**src/rtl/instruction_fetch_decode.sv**
```systemverilog
// rtl/instruction_fetch_decode.sv - fetch/decode front end with req/ack fetch, stall and redirect
module instruction_fetch_decode #(
  parameter logic [31:0] RESET_PC = 32'h0000_0000
) (
  input  logic        clk,
  input  logic        rst,
  output logic        imem_req,
  output logic [31:0] imem_addr,
  input  logic        imem_ack,
  input  logic [31:0] imem_rdata,
  input  logic        stall,
  input  logic        pc_load,
  input  logic [31:0] pc_target,
  output logic        inst_valid,
  output logic [31:0] pc,
  output logic [2:0]  i_type,
  output logic [16:0] instruction,
  output logic [4:0]  rs1,
  output logic [4:0]  rs2,
  output logic [4:0]  rd,
  output logic [31:0] imm,
  output logic        illegal
);

  typedef enum logic [1:0] {IDLE, REQ, HOLD, DRAIN} state_t;

  state_t      state, state_nx;
  logic [31:0] pc_nx, drain_addr, drain_addr_nx, target;
  logic        capture;

  logic [6:0]  op;
  logic [2:0]  f3;
  logic [2:0]  dec_type;
  logic [16:0] dec_key;
  logic [31:0] dec_imm;
  logic        dec_illegal, keep_f7, keep_f3;

  assign target     = pc_target & ~32'd3;
  assign imem_req   = (state == REQ) || (state == DRAIN);
  // DRAIN keeps presenting the abandoned address while pc already holds the redirect
  assign imem_addr  = (state == DRAIN) ? drain_addr : pc;
  assign inst_valid = (state == HOLD);

  always_comb begin
    state_nx      = state;
    pc_nx         = pc;
    drain_addr_nx = drain_addr;
    capture       = 1'b0;
    case (state)
      IDLE: begin
        state_nx = REQ;
        if (pc_load) pc_nx = target;
      end
      REQ: begin
        if (pc_load) begin
          pc_nx = target;
          if (!imem_ack) begin
            drain_addr_nx = pc;
            state_nx      = DRAIN;
          end
        end else if (imem_ack) begin
          capture  = 1'b1;
          state_nx = HOLD;
        end
      end
      HOLD: begin
        if (pc_load) begin
          pc_nx    = target;
          state_nx = REQ;
        end else if (!stall) begin
          pc_nx    = pc + 32'd4;
          state_nx = REQ;
        end
      end
      DRAIN: begin
        if (pc_load) pc_nx = target;
        else if (imem_ack) state_nx = REQ;
      end
      default: state_nx = IDLE;
    endcase
  end

  assign op = imem_rdata[6:0];
  assign f3 = imem_rdata[14:12];

  always_comb begin
    dec_type    = 3'd7;
    dec_illegal = 1'b0;
    dec_imm     = 32'd0;
    keep_f7     = 1'b0;
    keep_f3     = 1'b1;
    case (op)
      7'b0110011: begin
        dec_type = 3'd0;
        keep_f7  = 1'b1;
      end
      7'b0010011: begin
        dec_type = 3'd1;
        dec_imm  = {{20{imem_rdata[31]}}, imem_rdata[31:20]};
        keep_f7  = (f3 == 3'b001) || (f3 == 3'b101);
      end
      7'b0000011, 7'b1100111: begin
        dec_type = 3'd1;
        dec_imm  = {{20{imem_rdata[31]}}, imem_rdata[31:20]};
      end
      7'b0100011: begin
        dec_type = 3'd2;
        dec_imm  = {{20{imem_rdata[31]}}, imem_rdata[31:25], imem_rdata[11:7]};
      end
      7'b1100011: begin
        dec_type = 3'd3;
        dec_imm  = {{19{imem_rdata[31]}}, imem_rdata[31], imem_rdata[7],
                    imem_rdata[30:25], imem_rdata[11:8], 1'b0};
      end
      7'b1101111: begin
        dec_type = 3'd4;
        keep_f3  = 1'b0;
        dec_imm  = {{11{imem_rdata[31]}}, imem_rdata[31], imem_rdata[19:12],
                    imem_rdata[20], imem_rdata[30:21], 1'b0};
      end
      7'b0110111, 7'b0010111: begin
        dec_type = 3'd5;
        keep_f3  = 1'b0;
        dec_imm  = {imem_rdata[31:12], 12'd0};
      end
      default: dec_illegal = 1'b1;
    endcase
    dec_key = dec_illegal ? 17'd0 :
              {(keep_f7 ? imem_rdata[31:25] : 7'd0), (keep_f3 ? f3 : 3'd0), op};
  end

  always_ff @(posedge clk or posedge rst) begin
    if (rst) begin
      state      <= IDLE;
      pc         <= RESET_PC;
      drain_addr <= RESET_PC;
    end else begin
      state      <= state_nx;
      pc         <= pc_nx;
      drain_addr <= drain_addr_nx;
    end
  end

  // Decoded fields only move on a clean capture, so they survive stall and drains
  always_ff @(posedge clk or posedge rst) begin
    if (rst) begin
      i_type      <= 3'd0;
      instruction <= 17'd0;
      rs1         <= 5'd0;
      rs2         <= 5'd0;
      rd          <= 5'd0;
      imm         <= 32'd0;
      illegal     <= 1'b0;
    end else if (capture) begin
      i_type      <= dec_type;
      instruction <= dec_key;
      rs1         <= imem_rdata[19:15];
      rs2         <= imem_rdata[24:20];
      rd          <= imem_rdata[11:7];
      imm         <= dec_imm;
      illegal     <= dec_illegal;
    end
  end

endmodule

```
**config.mk**
```make
export PLATFORM = sky130hd
export DESIGN_NAME = instruction_fetch_decode
export DESIGN_NICKNAME = d
export VERILOG_FILES = /design/src/rtl/instruction_fetch_decode.sv
export SDC_FILE = /design/constraint.sdc
export NUM_CORES = 1
export LEC_CHECK = 0
export ABC_AREA = 1
export CORE_MARGIN = 8
export CORE_UTILIZATION = 52
export DETAILED_ROUTE_END_ITERATION = 12
export MAX_ROUTING_LAYER = met4
export PLACE_DENSITY = 0.95
export RECOVER_POWER = 50
export SYNTH_ARGS = -nofsm -noshare
export SYNTH_HDL_FRONTEND = slang
export SYNTH_SLANG_ARGS = --single-unit
```
**constraint.sdc**
```tcl
create_clock -name clk -period 9.8 [get_ports clk]
set_input_delay 2.45 -clock clk [delete_from_list [all_inputs] [get_ports clk]]
set_output_delay 2.45 -clock clk [all_outputs]
set_load 0.03 [all_outputs]
```
==> results of run 1 <==
per-stage QoR:
stage                     hold slack, ns  std cells  utilization [%]
final                             0.4634       1350            72.04
after global routing              0.4874       1350            72.04
after CTS                         0.4710       1350            72.10
after detailed placement          0.4574       1320            67.82
after global placement            0.4533       1320            67.82
after floorplan                   0.4537        994                -
power by group:
| group | internal [mW] | total (mW) | switching [mW] |
|---|---|---|---|
| logic | 0.341 | 0.973 | 0.632 |
| registers | 0.666 | 0.751 | 0.0846 |
| clock network | 0.389 | 0.608 | 0.218 |
| total | 1.40 | 2.33 | 0.935 |
layout make-up:
cell class              count  area [sq um]
clock buffers              24         481.7
repair buffers            200          1988
multi-input cells         739          3157
clock inverters             6         80.08
fillers                  1010          3674
well taps                 176         220.2
flip-flops and latches    130          3253
inverters                  75         284.0
cell families after synthesis:
kind of cell / share of synthesized area, %
XOR/XNOR: 0.1264
other: 0.05410
adder cells (fa/ha/maj): 0.1805
flip-flops: 46.93
AO/OA/AOI/OAI: 8.339
buffers and inverters: 7.834
AND/OR/NAND/NOR: 36.53
per-layer routing:
metal	track usage, %	vias up	wire length [microns]
li1	-	3465	-
met4	8.551	0	492
met3	8.956	46	2297
met5	-	-	0
met1	30.38	3406	8367
met2	43.03	377	10860
registers in the layout, summed over array words and instances (netlist names):
register	count
imm	32
instruction	17
rs2	5
rs1	5
rd	5
drain_addr	30
illegal	1
state	2
pc	30
i_type	3
critical path, cell delays in order:
cell and delay [ns]:
dlygate4sd3_1 0.71, clkinvlp_2 1.05, nand2_1 0.50, nor2_4 0.04, buf_4 0.33, inv_2 0.92
o21ai_0 0.22
cells in the final DEF (no fill, tap or decap):
cell type          n
a211oi_1           1
a21oi_1           44
a31oi_1            2
and2_1             2
buf_4              3
bufinv_16          2
clkbuf_1           5
clkbuf_16         17
clkbuf_8           3
clkdlybuf4s50_1   94
clkinv_2           4
clkinvlp_2         2
conb_1             4
dfrtp_1          130
dlygate4sd3_1    102
ha_1               1
inv_1             71
inv_2              2
nand2_1          378
nand2_2            5
nand3_1           90
nand3_2            2
nand4_1            7
nor2_1           125
nor2_2             6
nor2_4             2
nor3_1             2
nor3_2             1
nor3_4             1
o21ai_0           56
o21bai_1           1
o22ai_1            8
xor2_1             1
worst paths after layout:
path,endpoint,cells past startpoint,from,slack [ns]
max,instruction[3],7,pc_load,3.77
min in group asynchronous,instruction[1],2,rst,3.02
max in group asynchronous,pc[15],3,rst,4.95
max reg2reg,drain_addr[13],4,state[1],6.95
min reg2reg,rd[2],2,rd[2],0.46
min,rd[2],2,rd[2],0.46
==> flow_summary.yaml, run 1 <==
global_routing:
  grt_max_degree: 84
  grt_usage_pct: 26.50
  antenna_found_initial: 0
  overflow: 0
  grt_pass1_wl_microns: 36260
  first_global_vias: 7119
route:
  route.detailed.drc: 0
  wl_per_cell_microns: 16.31
  first_pass_iters: 5
  wl_microns: 22020
  initialDrtViolationCount: 817
  via_count: 7294
  ant_nets: 0
  post_drt_via_cell_ratio: 5.403
power:
  cellLeakagePower_nw: 4.875
  vdd_drop_max_uv: 134.2
  power_mw: 2.332
  powerDensity_nw_per_um2: 246.4
setup_path:
  worstSetupPathType: "in2reg"
  crit_fanout: 69
  worst_setup_path_start_kind: "input port"
  cp_data_required_time_ns: 10.05
  end_kind: "flip-flop"
  worstPathArrival_ns: 6.29
clocking:
  clock_sinks: 130
  clkTransAtPathRegs_ns: 0.05
  cts_max_level: 4
  root_buffer: "clkbuf_16"
  tritoncts: "done"
  hold_buffers: 0
  cts_buffer_depth: 2
  cts_setup_buffers: 0
  cts_buffers: 17
  post_cts_resize_count: 0
  insertion_delay_ns: 0.42
synthesis:
  synth_largest_area_cell: "dfrtp_1"
  synth_cell_types: 31
  netlist_area_sq_um: 6932
  synth_warnings: 0
  seq_area_frac_synth_pct: 46.93
  ys_async_sr_fraction_pct: 100.0
  syn_inst: 991
  synth_top_flop_cell: "dfrtp_1"
  synth_enable_flop_cells: 0
  synthTopCellsByCount: "379 x nand2_1, 130 x dfrtp_1, 126 x nor2_1"
  ys_seq_elements: 130
  syn_area_per_cell_sq_um: 6.995
  ys_top_cells_by_area: "dfrtp_1 47%, nand2_1 21%, nor2_1 6.8%"
  synth_top_area_share_pct: 46.93
  yosysMostFrequentCell: "nand2_1"
sta:
  grt_setup_unrepaired: "no"
  fin_crit_sh_pct: 61.54
  slew_headroom_pct: -54.90
  max_freq_mhz: 165.8
  setup_viol: 0
  period_minus_slack_ns: 6.031
  skew_ns: 0.005447
  setup_tns_ns: 0
  tightest_slew_ns: 2.323
  finalHoldViolations: 0
  setup_ws_ns: 3.769
  slew_viol_final: 141
worst_hold_path:
  hp-class: "reg2reg"
finish:
  synthToLayoutAreaGrowth_pct: 36.53
  final_nets: 1233
  drive_above_1_share_pct: 4.259
  n_antenna_cell: 0
  stdcell_area_sq_um: 9464
floorplanning:
  core_sq_um: 13140
  rows: 42
  die_area_sq_um: 17280
  initial_core_util_pct: 52.76
  die_x_microns: 131.5
  dieHeight_microns: 131.5
  io_pins: 203
outcome:
  status: "finished, violations left"
  violations: "max-capacitance violations, max-slew violations"
place:
  dp_worst_setup_slack_ns: 4.227
  dpl.hpwl_microns: 15810
  gp_congestion: 0.9160
  port_buffers: 196
  place_area_sq_um: 8910
run:
  maxCapViolCount: 3
No activity file was read; power rests on OpenSTA's default activity.
==> inputs of run 2 (changes only) <==
--- a/config.mk
+++ b/config.mk
@@ -7,10 +7,10 @@
 export LEC_CHECK = 0
 export ABC_AREA = 1
 export CORE_MARGIN = 8
-export CORE_UTILIZATION = 52
+export CORE_UTILIZATION = 48
 export DETAILED_ROUTE_END_ITERATION = 12
 export MAX_ROUTING_LAYER = met4
-export PLACE_DENSITY = 0.95
+export PLACE_DENSITY = 0.9
 export RECOVER_POWER = 50
 export SYNTH_ARGS = -nofsm -noshare
 export SYNTH_HDL_FRONTEND = slang
==> constraint.sdc (replaced) <==
create_clock -name clk -period 6.17 [get_ports clk]
set_input_delay 1.5425 -clock clk [delete_from_list [all_inputs] [get_ports clk]]
set_output_delay 1.5425 -clock clk [all_outputs]
set_load 0.03 [all_outputs]
==> flow_summary.yaml, run 2 (synthesis results as in run 1) <==
finish:
  drive_above_1_share_pct: 4.669
  synthToLayoutAreaGrowth_pct: 38.14
  final_cell_mix: "378 x nand2_1, 160 x clkdlybuf4s50_1, 130 x dfrtp_1"
  largest-register: "imm"
  layoutNonFillerInstCount: 1363
  largest_register_ffs: 32
  final_nets: 1235
  stdcell_area_sq_um: 9575
  top_regs: "imm: 32 flops, drain_addr: 30 flops, pc: 30 flops"
  utilization_pct: 66.90
  layout_commonest_cell: "nand2_1"
sta:
  fin_crit_sh_pct: 72.69
  period_minus_slack_ns: 4.485
  slew_headroom_pct: -118.1
  max_freq_mhz: 223.0
  whs_ns: 0.4661
  slew_viol_final: 148
  setup_viol: 0
  grt_setup_unrepaired: "no"
  finalHoldViolations: 0
  setup_ws_ns: 1.685
  skew_ns: 0.008828
  setup_tns_ns: 0
  tightest_slew_ns: 3.268
setup_path:
  end_kind: "async pin"
  worst_setup_path_start_kind: "input port"
  cp_data_required_time_ns: 5.97
  path_buf_inv: 2
  crit_chain: "clkdlybuf4s50_1 > inv_1"
  slowest_stage: "inv_1"
  path_delay_family: "buffers and inverters"
  worstSetupPathType: "in2async"
  max_stage_delay_ns: 2.29
  crit_fanout: 86
  worstPathArrival_ns: 4.28
clocking:
  post_cts_resize_count: 0
  cts_max_level: 4
  clock_sinks: 130
  clkTransAtPathRegs_ns: 0.06
  tritoncts: "done"
  insertion_delay_ns: 0.43
  hold_buffers: 0
  cts_setup_buffers: 0
  root_buffer: "clkbuf_16"
  cts_buffers: 17
  cts_buffer_depth: 2
outcome:
  status: "finished, violations left"
  violations: "max-capacitance violations, max-slew violations"
power:
  seq_power_share_pct: 30.9
  p_int_mw: 2.354
  powerDensity_nw_per_um2: 403.2
  clock_power_share_pct: 28.8
  vdd_drop_max_uv: 186.2
  swShare_pct: 39.04
  power_mw: 3.861
  power_switching_mw: 1.508
  cellLeakagePower_nw: 4.825
  p_comb_share_pct: 40.3
floorplanning:
  dieHeight_microns: 136.2
  die_area_sq_um: 18540
  io_pins: 203
  initial_core_util_pct: 48.43
  die_x_microns: 136.2
  core_sq_um: 14310
  rows: 44
global_routing:
  grt_usage_pct: 25.22
  grt_pass1_wl_microns: 35660
  first_global_vias: 6972
  grt_max_degree: 87
  overflow: 0
  antenna_found_initial: 1
route:
  first_pass_iters: 6
  wl_per_cell_microns: 16.32
  wl_microns: 22240
  via_count: 7271
  ant_nets: 0
  initialDrtViolationCount: 753
  route.detailed.drc: 0
  post_drt_via_cell_ratio: 5.335
place:
  dp_worst_setup_slack_ns: 2.000
  gp_congestion: 0.9127
  place_inst: 1330
  place_area_sq_um: 8935
  dpl.hpwl_microns: 15870
  port_buffers: 196
worst_hold_path:
  hp-class: "reg2reg"
run:
  maxCapViolCount: 2
## run 2: final cells by class
class	instances	area [sq um]
fillers	1176	4738
flip-flops and latches	130	3253
multi-input cells	739	3159
repair buffers	202	2003
clock buffers	22	464.2
inverters	75	282.8
well taps	184	230.2
clock inverters	10	180.2
diodes	1	2.502
## run 2: worst reg2reg max path, delay by kind of cell, from the launching register on
family                 cells  cell delay [ns]
buffers and inverters      2             1.68
flip-flops                 1             0.40
AND/OR/NAND/NOR            1             0.08
AO/OA/AOI/OAI              1             0.34
## run 2: worst paths after layout
path,slack (ns),end,start,cells past startpoint
worst min-delay path,0.47,rs2[4],rs2[4],2
worst max register to register,3.44,drain_addr[26],state[1],4
worst min register to register,0.47,rs2[4],rs2[4],2
max in group clk,1.75,imem_addr[28],state[0],4
worst max-delay path,1.68,instruction[7],rst,2
min in group asynchronous,2.62,pc[26],rst,2
## run 2: power by group through the flow
stage	clock (mW)	sequential [mW]	combinational, mW
final	1.11	1.19	1.56
after global routing	1.16	1.22	1.66
after CTS	1.13	1.19	1.58
after detailed placement	0	1.20	1.57
after global placement	0	1.19	1.54
after floorplan	0	1.39	0.731
## run 2: routing by layer
layer | vias to the layer above | global-route usage (%) | part of all wire (%)
li1 | 3468 | - | -
met1 | 3369 | 28.80 | 39
met2 | 385 | 40.87 | 48
met3 | 49 | 8.426 | 11
met4 | 0 | 8.664 | 2.0
met5 | - | - | 0
==> RTL change 1 (config.mk and constraints of run 2) <==
Encoding of `state_t`: now one-hot (4 bits for 4 states).
--- a/src/rtl/instruction_fetch_decode.sv
+++ b/src/rtl/instruction_fetch_decode.sv
@@ -22,7 +22,7 @@
   output logic        illegal
 );
 
-  typedef enum logic [1:0] {IDLE, REQ, HOLD, DRAIN} state_t;
+  typedef enum logic [3:0] {IDLE = 4'b0001, REQ = 4'b0010, HOLD = 4'b0100, DRAIN = 4'b1000} state_t;
 
   state_t      state, state_nx;
   logic [31:0] pc_nx, drain_addr, drain_addr_nx, target;
Function: no difference found for any inputs over 4 cycles, from zero or initial values and one cycle with rst high; so few cycles prove little.
==> RTL change 1 against run 2 <==
  * The flow still finishes with violations (capacitance limit, slew limit)
  * Setup slack got worse by 0.28 ns
  * Synthesized area rose by 3.1%
  * Power grew 22%
  * Clock power down 11%
  * Wire length up 1.0%
  * Sequential power rose by 19%
  * Sequential cell count rose by 2
  * Count of clock-buffer cells in the layout increased by 1
  * Critical path depth rose by 4
  * Design area rose by 1.7%
  * Sequential share of layout area about the same
  * Highest routed layer unchanged
==> RTL change 1: results (changes against run 2) <==
Routed WL -> 22.5 mm (+1.0%)
vias in the first global route -> 7225 (+3.6%)
share of post-route cells with drive strength above 1 -> 0.0480 (+0.00136)
failing checks -> capacitance limit, slew limit
drt pass-1 iters -> 7 (+1)
R2R setup slack -> 2.35 ns (-1.09 ns)
reg2reg end -> pc[18]$_DFFE_PP0P_
First DRT Iteration DRCs -> 525 (-30%)
Tot GR Track Use -> 0.243 (-0.00949)
Int Power -> 2.61 mW (+11%)
Synth cell types -> 30 (-3.2%)
first-pass GRT wire length -> 37.2 mm (+4.3%)
largest net degree at the start of global routing -> 68 (-22%)
Leak -> 5.01 nW (+3.8%)
max_cap viols -> 2 (unchanged)
Worst VDD drop -> 0.316 mV (+70%)
Filler cells -> 1209 (+2.8%)
worst setup path endpoint -> imem_addr[13]
CP max FO -> 37 (-57%)
GP Congestion -> 0.963 (+5.5%)
worst reg2reg path depth -> 9 (+5)
period utilization -> 0.772 (+0.0446)
clk_skew -> 0.0103 ns (+0.00144 ns)
Yosys reg bits -> 132 (+1.5%)
DP Cell Count -> 1380 (+3.8%)
status -> finished with violations
Worst Setup SP -> state[0]$_DFFE_PP1P_
detailed-route via count -> 7320 (+0.67%)
register area share after synthesis -> 0.463 (-0.00679)
post-DP HPWL -> 15.8 mm (-0.25%)
top post-synthesis cells by area -> dfrtp_1, nand2_1, nor2_1
worst slew pin tran -> 2.95 ns (-0.315 ns)
Inserted Diodes -> 0 (-1)
fin. max-slew vios -> 124 (-16%)
Crit path largest cell delay -> 0.71 ns (-1.58 ns)
DP Area -> 0.00918 mm^2 (+2.7%)
CP max stage cell -> clkdlybuf4s50_1
initial antenna violation count -> 0 (-1)
Worst Path Arrival -> 3.22 ns (-1.06 ns)
Setup WS pre-CTS -> 2.00 ns (-0.00440 ns)
Hold Startpoint -> rd[0]$_DFFE_PP0P_
fin nets -> 1285 (+4.0%)
==> RTL change 1: final cells by class <==
| class | count | area, um^2 | share of cell area |
|---|---|---|---|
| well taps | 184 | 230 | 0.0237 |
| inverters | 82 | 309 | 0.0317 |
| clock inverters | 9 | 104 | 0.0107 |
| multi-input cells | 779 | 3300 | 0.339 |
| flip-flops and latches | 132 | 3300 | 0.339 |
| clock buffers | 23 | 468 | 0.0481 |
| repair buffers | 203 | 2020 | 0.208 |
==> RTL change 1: cells by family (layout without fill, tap and decap cells) <==
kind of cell / count (synthesis) / count (layout) / synth area share
compound gates: 107 / 107 / 0.0753
other cells: 1 / 4 / 0.000525
xor+xnor: 4 / 4 / 0.00490
flops: 132 / 132 / 0.463
buf+inv: 126 / 317 / 0.0767
simple gates: 663 / 663 / 0.378
fa+ha+maj: 1 / 1 / 0.00175
==> RTL change 1: per-layer routing <==
metal  up-vias  track usage  share of wire
li1       3571            -              -
met1      3395        0.277           0.40
met2       316        0.392           0.48
met3        38       0.0884           0.10
met4         0       0.0732          0.019
met5         -            -              0
==> RTL change 1: how the worst min path moves through the flow <==
stage	slack, ns	to	cells after the start
6_report	0.47	rd[0]$_DFFE_PP0P_	2
5_1_grt	0.49	rd[0]$_DFFE_PP0P_	2
4_1_cts	0.47	rd[0]$_DFFE_PP0P_	2
3_5_place_dp	0.46	instruction[15]$_DFFE_PP0P_	2
3_3_place_gp	0.45	rd[4]$_DFFE_PP0P_	2
2_1_floorplan	0.45	drain_addr[10]$_DFFE_PP0P_	2
==> RTL change 1: power groups by stage <==
stage / Sequential (mW) / Combinational [mW] / Clock (mW)
3_5_place_dp: 1.42 / 2.33 / 0
3_3_place_gp: 1.41 / 2.28 / 0
6_report: 1.42 / 2.31 / 0.986
5_1_grt: 1.46 / 2.52 / 1.04
4_1_cts: 1.41 / 2.35 / 0.998
2_1_floorplan: 1.75 / 1.12 / 0
==> RTL change 1: worst min-delay path: stages, from the launching register on <==
cell and delay [ns]:
dfrtp_1 0.33, nand2_1 0.05, nand2_1 0.05
==> RTL change 2 (settings of run 2) <==
Made on the original files. Add an input register stage for `pc_target`; this delays it by one clock. The other inputs are not delayed to match.
--- a/src/rtl/instruction_fetch_decode.sv
+++ b/src/rtl/instruction_fetch_decode.sv
@@ -24,6 +24,12 @@
 
   typedef enum logic [1:0] {IDLE, REQ, HOLD, DRAIN} state_t;
 
+  logic [31:0] pc_target_q;
+
+  always_ff @(posedge clk) begin
+    pc_target_q <= pc_target;
+  end
+
   state_t      state, state_nx;
   logic [31:0] pc_nx, drain_addr, drain_addr_nx, target;
   logic        capture;
@@ -35,7 +41,7 @@
   logic [31:0] dec_imm;
   logic        dec_illegal, keep_f7, keep_f3;
 
-  assign target     = pc_target & ~32'd3;
+  assign target     = pc_target_q & ~32'd3;
   assign imem_req   = (state == REQ) || (state == DRAIN);
   // DRAIN keeps presenting the abandoned address while pc already holds the redirect
   assign imem_addr  = (state == DRAIN) ? drain_addr : pc;
Check against the original RTL: not equivalent (Yosys sat finds a counterexample within 4 cycles, from zero or initial values and one cycle with rst high).
==> RTL change 2 against run 2 <==
  * The flow still finishes with violations (capacitance limit, slew limit)
  * Sequential cell count up 30
  * Wire length up 4.8%
  * Critical path depth up 1
  * Power up 1.5%
  * Synthesized area up 9.3%
  * Design area up 6.6%
  * Setup slack worse by 0.20 ns
  * Maximum frequency down 4.2%
  * Critical path type unchanged
  * Critical endpoint is now pc[26]$_DFFE_PP0P_
  * Largest power group unchanged
  * Highest routed layer unchanged
==> RTL change 2: results (changes against run 2) <==
Worst Path Arrival -> 4.83 ns (+0.55 ns)
Synth Cell Area -> 0.00758 mm^2 (+9.3%)
clock distribution power -> 994 uW (-10%)
Seq. pwr -> 1.40 mW (+18%)
Synth cell types -> 34 (+9.7%)
Sw Share -> 0.392 (+0.00179)
Crit path largest cell delay -> 1.48 ns (-0.81 ns)
First DRT Iteration DRCs -> 651 (-14%)
FFs w/ async S/R, synth -> 0.813 (-0.188)
failing checks -> capacitance limit, slew limit
clk_buf instances -> 21 (-4.5%)
WL met3 -> 2.45 mm (-1.3%)
R2R setup slack -> 4.00 ns (+0.56 ns)
M2 GR Usage -> 0.376 (-0.0329)
met3 Use GR -> 0.0769 (-0.00731)
GP Congestion -> 0.966 (+5.8%)
Compound-Gate Fraction of Synth Area -> 0.0862 (+0.00280)
Slew headroom -> -0.433 (+0.748)
post-DP HPWL -> 17.0 mm (+6.9%)
inverter count -> 84 (+12%)
fraction of area in multi-input gates -> 0.314 (-0.0162)
Reg with most FFs -> imm
max_cap viols -> 2 (unchanged)
Routed WL -> 23.3 mm (+4.8%)
first-pass GRT wire length -> 37.1 mm (+4.2%)
clk_skew -> 0.00907 ns (+0.000246 ns)
Setup WS pre-CTS -> 1.44 ns (-0.564 ns)
worst reg2reg path depth -> 6 (+2)
reg2reg end -> illegal$_DFFE_PP0P_
largest net degree at the start of global routing -> 71 (-18%)
M1 GR Usage -> 0.278 (-0.00964)
main combinational cell family by area after synthesis -> simple AND/OR/NAND/NOR gates
top post-synthesis cells by area -> dfrtp_1, nand2_1, dfxtp_1
fin. max-slew vios -> 81 (-45%)
Clock power frac -> 0.253 (-0.035)
routed wl met2 -> 10.9 mm (+1.7%)
XOR/XNOR Fraction of Synth Area -> 0 (-0.00126)
Synth top cells by count -> nand2_1, dfrtp_1, nor2_1
Non-clk bufs -> 203 (+0.50%)
Inserted Diodes -> 0 (-1)
status -> finished with violations
DP Area -> 0.00966 mm^2 (+8.1%)
Synth Instances -> 1027 (+3.6%)
post-route worst setup slack -> 1.49 ns (-0.195 ns)
final sequential cell count -> 160 (+23%)
Tot GR Track Use -> 0.241 (-0.0116)
fin nets -> 1275 (+3.2%)
DP Cell Count -> 1402 (+5.4%)
drt pass-1 iters -> 5 (-1)
Layout clock area frac -> 0.0541 (-0.0132)
Filler cells -> 1327 (+13%)
Vias/cell -> 5.20 (-2.5%)
Synth Area in Adders -> 0.00165 (-0.000154)
Avg WL per Cell -> 16.2 um (-0.43%)
register area share after synthesis -> 0.509 (+0.0393)
CP max stage cell -> clkbuf_1
Leak -> 5.10 nW (+5.6%)
Layout non-clock buf frac -> 0.197 (-0.0124)
Sequential Area -> 0.00385 mm^2 (+18%)
vias in the first global route -> 7276 (+4.4%)
==> RTL change 2: changes by cell type after synthesis, moves of 4 or more <==
cell,change
o21ai_0,+6
dfxtp_1,+30
clkbuf_1,+5
nand2_1,-10
buf_1,-4
inv_1,+7
nand3_1,-12
==> RTL change 2: worst min path at each step <==
stage	cells past startpoint	slack [ns]	to	from
detailed placement	2	0.46	pc[2]$_DFFE_PP0P_	pc_target_q[2]$_DFF_P_
CTS	2	0.47	pc[2]$_DFFE_PP0P_	pc_target_q[2]$_DFF_P_
global route	2	0.49	rs1[4]$_DFFE_PP0P_	rs1[4]$_DFFE_PP0P_
floorplan	2	0.44	pc[2]$_DFFE_PP0P_	pc_target_q[2]$_DFF_P_
global placement	2	0.45	rs1[0]$_DFFE_PP0P_	rs1[0]$_DFFE_PP0P_
finish	2	0.46	rd[4]$_DFFE_PP0P_	rd[4]$_DFFE_PP0P_
==> RTL change 2: worst min-delay path, stage by stage (launching register included) <==
cell and delay (ns):
dfrtp_1 0.34, nand2_1 0.05, nand2_1 0.05
